### src/rtl/rst_seq.sv
// ---------------------------------------------------------------------------
// rst_seq -- reset sequencer for the board clock domain.
//
// Keeps every downstream reset domain asserted until the PLL reports lock,
// then releases the domains one at a time in index order (bit 0 first),
// STAGE_CYCLES cycles apart. A four-phase software reset request re-asserts
// all domains, acknowledges, and re-sequences once the request drops. Losing
// PLL lock at any point after the initial wait restarts the whole sequence.
//
// Optional build macro: RST_SEQ_LOCK_FILTER_EN
//   When defined, lock must be seen for LOCK_FILTER_CYCLES consecutive cycles
//   before the first release stage starts. Lock loss is always immediate.
//
// Ports:
//   clk_i         system clock, rising edge
//   rst_i         synchronous active-high reset
//   pll_locked_i  PLL lock indicator, already synchronous to clk_i
//   sw_rst_req_i  software reset request (four-phase handshake)
//   sw_rst_ack_o  software reset acknowledge
//   rst_o         per-domain active-high reset, bit 0 released first
//   ready_o       high when every domain is released
//   state_o       current FSM state encoding, for debug
// ---------------------------------------------------------------------------
module rst_seq #(
  parameter int N_DOMAINS          = 3,
  parameter int STAGE_CYCLES       = 16,
  parameter int LOCK_FILTER_CYCLES = 64
) (
  input  logic                 clk_i,
  input  logic                 rst_i,
  input  logic                 pll_locked_i,
  input  logic                 sw_rst_req_i,
  output logic                 sw_rst_ack_o,
  output logic [N_DOMAINS-1:0] rst_o,
  output logic                 ready_o,
  output logic [2:0]           state_o
);

  typedef enum logic [2:0] {
    HOLD      = 3'd0,
    WAIT_LOCK = 3'd1,
    RELEASE   = 3'd2,
    RUN       = 3'd3,
    SW_ASSERT = 3'd4,
    SW_ACK    = 3'd5
  } state_t;

  localparam int STAGE_W = $clog2(STAGE_CYCLES);
`ifdef RST_SEQ_LOCK_FILTER_EN
  // The filter count has to reach LOCK_FILTER_CYCLES-1 before the final
  // locked sample, so the shared counter grows if the filter needs more bits.
  localparam int FILT_W = $clog2(LOCK_FILTER_CYCLES + 1);
  localparam int CNT_W  = (FILT_W > STAGE_W) ? FILT_W : STAGE_W;
  localparam logic [CNT_W-1:0] FILT_LAST = CNT_W'(LOCK_FILTER_CYCLES - 1);
`else
  localparam int CNT_W = STAGE_W;
`endif
  localparam int IDX_W = $clog2(N_DOMAINS) + 1;

  localparam logic [CNT_W-1:0] STAGE_LAST = CNT_W'(STAGE_CYCLES - 1);
  localparam logic [IDX_W-1:0] IDX_LAST   = IDX_W'(N_DOMAINS - 1);

  // A filter length below one has no meaning; this block only exists when
  // the parameter is nonsensical and otherwise elaborates to nothing.
  if (LOCK_FILTER_CYCLES < 1) begin : g_lock_filter_invalid
  end

  state_t                 state_q, state_d;
  logic [CNT_W-1:0]       cnt_q, cnt_d;
  logic [IDX_W-1:0]       idx_q, idx_d;
  logic [N_DOMAINS-1:0]   rst_q, rst_d;
  logic                   ready_q, ready_d;
  logic                   ack_q, ack_d;
  logic                   lock_lost;

  // Lock loss only matters once the sequencer has left the lock wait.
  assign lock_lost = !pll_locked_i &&
                     (state_q == RELEASE || state_q == RUN ||
                      state_q == SW_ASSERT || state_q == SW_ACK);

  // State and output registers; every output comes straight from a flop.
  always_ff @(posedge clk_i) begin
    if (rst_i) begin
      state_q <= HOLD;
      cnt_q   <= '0;
      idx_q   <= '0;
      rst_q   <= '1;
      ready_q <= 1'b0;
      ack_q   <= 1'b0;
    end else begin
      state_q <= state_d;
      cnt_q   <= cnt_d;
      idx_q   <= idx_d;
      rst_q   <= rst_d;
      ready_q <= ready_d;
      ack_q   <= ack_d;
    end
  end

  // Next-state and next-output logic. Lock loss is applied last so that it
  // overrides whatever the per-state logic chose, including a software
  // reset request arriving on the same edge.
  always_comb begin
    state_d = state_q;
    cnt_d   = cnt_q;
    idx_d   = idx_q;
    rst_d   = rst_q;
    ready_d = ready_q;
    ack_d   = ack_q;

    case (state_q)
      HOLD: begin
        state_d = WAIT_LOCK;
        cnt_d   = '0;
        idx_d   = '0;
        rst_d   = '1;
        ready_d = 1'b0;
        ack_d   = 1'b0;
      end

      WAIT_LOCK: begin
        rst_d   = '1;
        ready_d = 1'b0;
        ack_d   = 1'b0;
`ifdef RST_SEQ_LOCK_FILTER_EN
        // Counter holds the number of consecutive locked samples so far.
        if (!pll_locked_i) begin
          cnt_d = '0;
        end else if (cnt_q == FILT_LAST) begin
          state_d = RELEASE;
          cnt_d   = '0;
          idx_d   = '0;
        end else begin
          cnt_d = cnt_q + CNT_W'(1);
        end
`else
        if (pll_locked_i) begin
          state_d = RELEASE;
          cnt_d   = '0;
          idx_d   = '0;
        end
`endif
      end

      RELEASE: begin
        if (cnt_q == STAGE_LAST) begin
          cnt_d = '0;
          idx_d = idx_q + IDX_W'(1);
          for (int k = 0; k < N_DOMAINS; k++) begin
            if (idx_q == IDX_W'(k)) begin
              rst_d[k] = 1'b0;
            end
          end
          if (idx_q == IDX_LAST) begin
            state_d = RUN;
            ready_d = 1'b1;
          end
        end else begin
          cnt_d = cnt_q + CNT_W'(1);
        end
      end

      RUN: begin
        rst_d   = '0;
        ready_d = 1'b1;
        if (sw_rst_req_i) begin
          state_d = SW_ASSERT;
          rst_d   = '1;
          ready_d = 1'b0;
          cnt_d   = '0;
        end
      end

      SW_ASSERT: begin
        rst_d = '1;
        if (cnt_q == STAGE_LAST) begin
          state_d = SW_ACK;
          ack_d   = 1'b1;
          cnt_d   = '0;
        end else begin
          cnt_d = cnt_q + CNT_W'(1);
        end
      end

      SW_ACK: begin
        rst_d = '1;
        if (!sw_rst_req_i) begin
          state_d = RELEASE;
          ack_d   = 1'b0;
          cnt_d   = '0;
          idx_d   = '0;
        end
      end

      default: begin
        state_d = HOLD;
        cnt_d   = '0;
        idx_d   = '0;
        rst_d   = '1;
        ready_d = 1'b0;
        ack_d   = 1'b0;
      end
    endcase

    if (lock_lost) begin
      state_d = WAIT_LOCK;
      cnt_d   = '0;
      idx_d   = '0;
      rst_d   = '1;
      ready_d = 1'b0;
      ack_d   = 1'b0;
    end
  end

  assign sw_rst_ack_o = ack_q;
  assign rst_o        = rst_q;
  assign ready_o      = ready_q;
  assign state_o      = state_q;

endmodule

### config.mk
export PLATFORM = sky130hd
export DESIGN_NAME = rst_seq
export DESIGN_NICKNAME = d
export VERILOG_FILES = /design/src/rtl/rst_seq.sv
export SDC_FILE = /design/constraint.sdc
export NUM_CORES = 1
export LEC_CHECK = 0
export BUFFER_PORTS_ARGS = -buffer_cell sky130_fd_sc_hd__buf_4
export CAP_MARGIN = 10
export CORE_AREA = 2 2 45 47
export CTS_BUF_LIST = sky130_fd_sc_hd__clkbuf_8 sky130_fd_sc_hd__clkbuf_16
export CTS_CLUSTER_DIAMETER = 30
export CTS_CLUSTER_SIZE = 24
export DETAILED_ROUTE_END_ITERATION = 7
export DIE_AREA = 0 0 47 49
export GPL_TIMING_DRIVEN = 1
export HOLD_SLACK_MARGIN = 0.1
export PLACE_DENSITY_LB_ADDON = 0.1
export REMOVE_ABC_BUFFERS = 1
export SYNTH_ARGS = -nofsm -noshare
export SYNTH_HDL_FRONTEND = slang
export SYNTH_SLANG_ARGS = --single-unit
### constraint.sdc
create_clock -name clk_i -period 3.6 [get_ports clk_i]
set_input_delay 0.9 -clock clk_i [delete_from_list [all_inputs] [get_ports clk_i]]
set_output_delay 0.9 -clock clk_i [all_outputs]
set_load 0.005 [all_outputs]
==> impl_results.md <==
- Setup TNS: 0 ns
- Post-synth cell types: 32
- Post-Place Worst Slack: 1.63 ns
- Relative slew slack: 68.5%
- Mapped cell area: 866 µm²
- Largest family of logic cells by synthesized area: simple AND/OR/NAND/NOR gates
- DP Area: 948 µm²
- Maximum VDD drop: 0.231 mV
- DR vias: 783
- Post-Synth Adder-Cell Area: 7.23%
- R2R setup slack: 1.81 ns
- Hold Crit Depth: 2
- Worst Min Path Start: rst_o[2]
- WL/cell: 11.7 µm
- Starting DRT DRC Count: 15
- Worst-Margin Slew: 0.472 ns
- Worst reg2reg path endpoint: rst_o[1]
- Count of final hold-check violations: 0
- Vias per cell: 5.33
- RSZ-0062 raised after global routing: no
- Net total in the final layout: 130
- Final Wtd Congestion: 0.849
- Tmin final: 1.96 ns
- CTS max path bufs: 2
- Overall routing resource usage: 17.6%
- Critical path startpoint category: flop
- Reg2Reg Depth: 5
- Initial Util: 47.0%
- CP Data Arrival Time: 1.06 ns
- Die H: 49 µm
- Ant. Diodes: 0
- Number of enable flip-flop cells after synthesis: 0
- Die area: 2300 µm²
- Share of layout cells above drive strength 1: 17.5%
- Ys async rst share: 0%
- CP Capture Type: output port
- Hold crit path type: reg -> reg
- Clock Latency Late Sink: 0.25 ns
- Net Switching: 0.103 mW
- DRC viols: 0
- Port Buf Inserts: 11
- TritonRoute pass-1 iters: 4
- Core area: 1840 µm²
- Fin worst setup slack: 1.64 ns
- Cts repair resizes: 0
- Clk pwr share: 36.9%
- Mapped Avg Cell Area: 7.87 µm²
- Fin. max-slew vios: 0
- Flops & latches, synth: 15
- Comb power frac: 14.0%
- Largest net degree at the start of global routing: 16
- Root buf cell: clkbuf_8
- Seq/Total Area, Yosys: 34.7%
- Worst EP required: 2.70 ns
- Final instance area: 995 µm²
- Rows: 16
- Die X: 47 µm
- Final setup vio count: 0
- Leak: 0.371 nW
- Cell Pwr Density: 376 nW/µm²
- Slowest cell on the critical path: dfxtp_1
- Switching Fraction: 27.5%
- CTS sink cnt: 15
- Total CTS buffers: 3
- Initial antenna violation count: 0
- Seq pwr share: 49.2%
- YS warnings: 0
- Hpwl dp: 1.23 mm
- CP Cell Sequence: buf_4
- Post-CTS setup buffers: 0
- H-tree levels: 1
- First-pass GRT wire length: 3.06 mm
- Remaining Overflow, GRT: 0
- Worst-path fanout max: 15
- Internal power: 0.271 mW
- Achievable frequency: 511 MHz
- Gate Count Post-Synth: 110
- Antenna viol nets, final: 0
- Clock-pin slew on the worst setup and hold paths: 0.06 ns
- Post-Route Skew: 0.00187 ns
- Crit path max-delay family: flip-flops
- WHS Endpoint: rst_o[2]
- Synth Area in XOR/XNOR: 0%
- Vias in the first global route: 691
- Crit-path max cell delay: 0.61 ns
- Primary FF master, synth: dfxtp_1
- Post-Synth Simple-Gate Area: 29.9%
- Max cap viols: 0
- Compound-Gate Fraction of Synth Area: 21.8%
- Critical path buffer and inverter count: 1
- Post-synthesis mux area share: 1.16%
- Layout Area Growth over Synthesis: 14.9%
- RR Startpoint: state_o[2]
- CTS Hold Bufs: 0
- Routed WL: 1.71 mm
- Status: finished, final reports clean
- Worst Path Class, Setup: reg -> out
- Final period utilization: 54.3%
- CTS tree: yes
- # IOs: 12
==> synth_stat cells (2+ instances only) <==
| cell | n | area share [%] |
|---|---|---|
| nor3_1 | 4 | 2.3 |
| nand2_1 | 13 | 5.6 |
| o21ai_0 | 4 | 2.3 |
| inv_1 | 2 | 0.87 |
| a31oi_1 | 2 | 1.4 |
| nand3_1 | 5 | 2.9 |
| or3_1 | 2 | 1.4 |
| nor2_1 | 8 | 3.5 |
| a21oi_1 | 15 | 8.7 |
| or2_1 | 2 | 1.4 |
| o21ai_1 | 6 | 3.5 |
| and3_1 | 3 | 2.2 |
| nand2b_1 | 5 | 3.6 |
| ha_1 | 5 | 7.2 |
| buf_2 | 3 | 1.7 |
| dfxtp_1 | 15 | 35 |
==> area by class of cell <==
class,instances,area [µm²]
timing repair buffer,11,82.6
multi-input combinational,87,520
clock buffer,3,41.3
inverter,3,11.3
tap,27,33.8
sequential,15,300
fill,185,847
clock inverter,1,5.00
==> per-layer routing <==
metal	up-vias	global-route usage, %	part of all wire, %
met1	360	27.0	51
met2	17	23.7	43
met3	4	3.33	3.8
met5	-	0	0
li1	402	-	-
met4	0	6.94	1.5
==> power by group through the flow <==
stage	sequential (mW)	combinational, mW	clock, mW
after floorplan	0.185	0.0332	0
after detailed placement	0.188	0.0520	0
after global placement	0.188	0.0516	0
final	0.184	0.0522	0.138
after CTS	0.184	0.0523	0.143
after global routing	0.186	0.0598	0.149
==> through the flow <==
stage	power (mW)	utilization [%]	hold slack, ns	std cells
after global routing	0.394	54.0	0.496	147
after detailed placement	0.240	51.5	0.440	143
after CTS	0.379	54.0	0.450	147
after floorplan	0.219	-	0.439	105
after global placement	0.239	51.5	0.433	143
final	0.374	54.0	0.449	147
==> worst register-to-register path, delay by kind of cell, from the launching register on <==
kind / cells / cell delay, ns
simple gates: 4 / 1.00
flops: 1 / 0.59
compound gates: 1 / 0.10
==> how the worst max path moves through the flow <==
stage	start	endpoint	slack [ns]	depth (start not counted)
floorplan	pll_locked_i	idx_q[1]	1.88	4
global placement	pll_locked_i	idx_q[1]	1.65	5
global route	state_o[0]	state_o[0]	1.57	1
finish	state_o[0]	state_o[0]	1.64	1
CTS	state_o[0]	state_o[0]	1.64	1
detailed placement	pll_locked_i	idx_q[1]	1.63	5
==> registers in the layout, indices dropped and copies added, names as in the netlist <==
register / cells
cnt_q: 4
idx_q: 3
sw_rst_ack_o: 1
rst_o: 3
ready_o: 1
state_o: 3
==> layout by cell type (no fill, tap or decap), types with 3 or more instances in the layout <==
cell type / netlist / routed
a21oi_1: 15 / 15
and3_1: 3 / 3
buf_4: 1 / 11
clkbuf_8: 0 / 3
dfxtp_1: 15 / 15
ha_1: 5 / 5
nand2_1: 13 / 13
nand2b_1: 5 / 5
nand3_1: 5 / 5
nor2_1: 8 / 8
nor3_1: 4 / 4
o21ai_0: 4 / 4
o21ai_1: 6 / 6
==> kinds of logic (layout without fill, tap and decap cells) <==
family          after synthesis  after routing
simple gates                 48             48
compound gates               33             33
flops                        15             15
buf+inv                       8             18
fa+ha+maj                     5              5
mux                           1              1
Note: power is estimated with default switching activity, not from simulation.
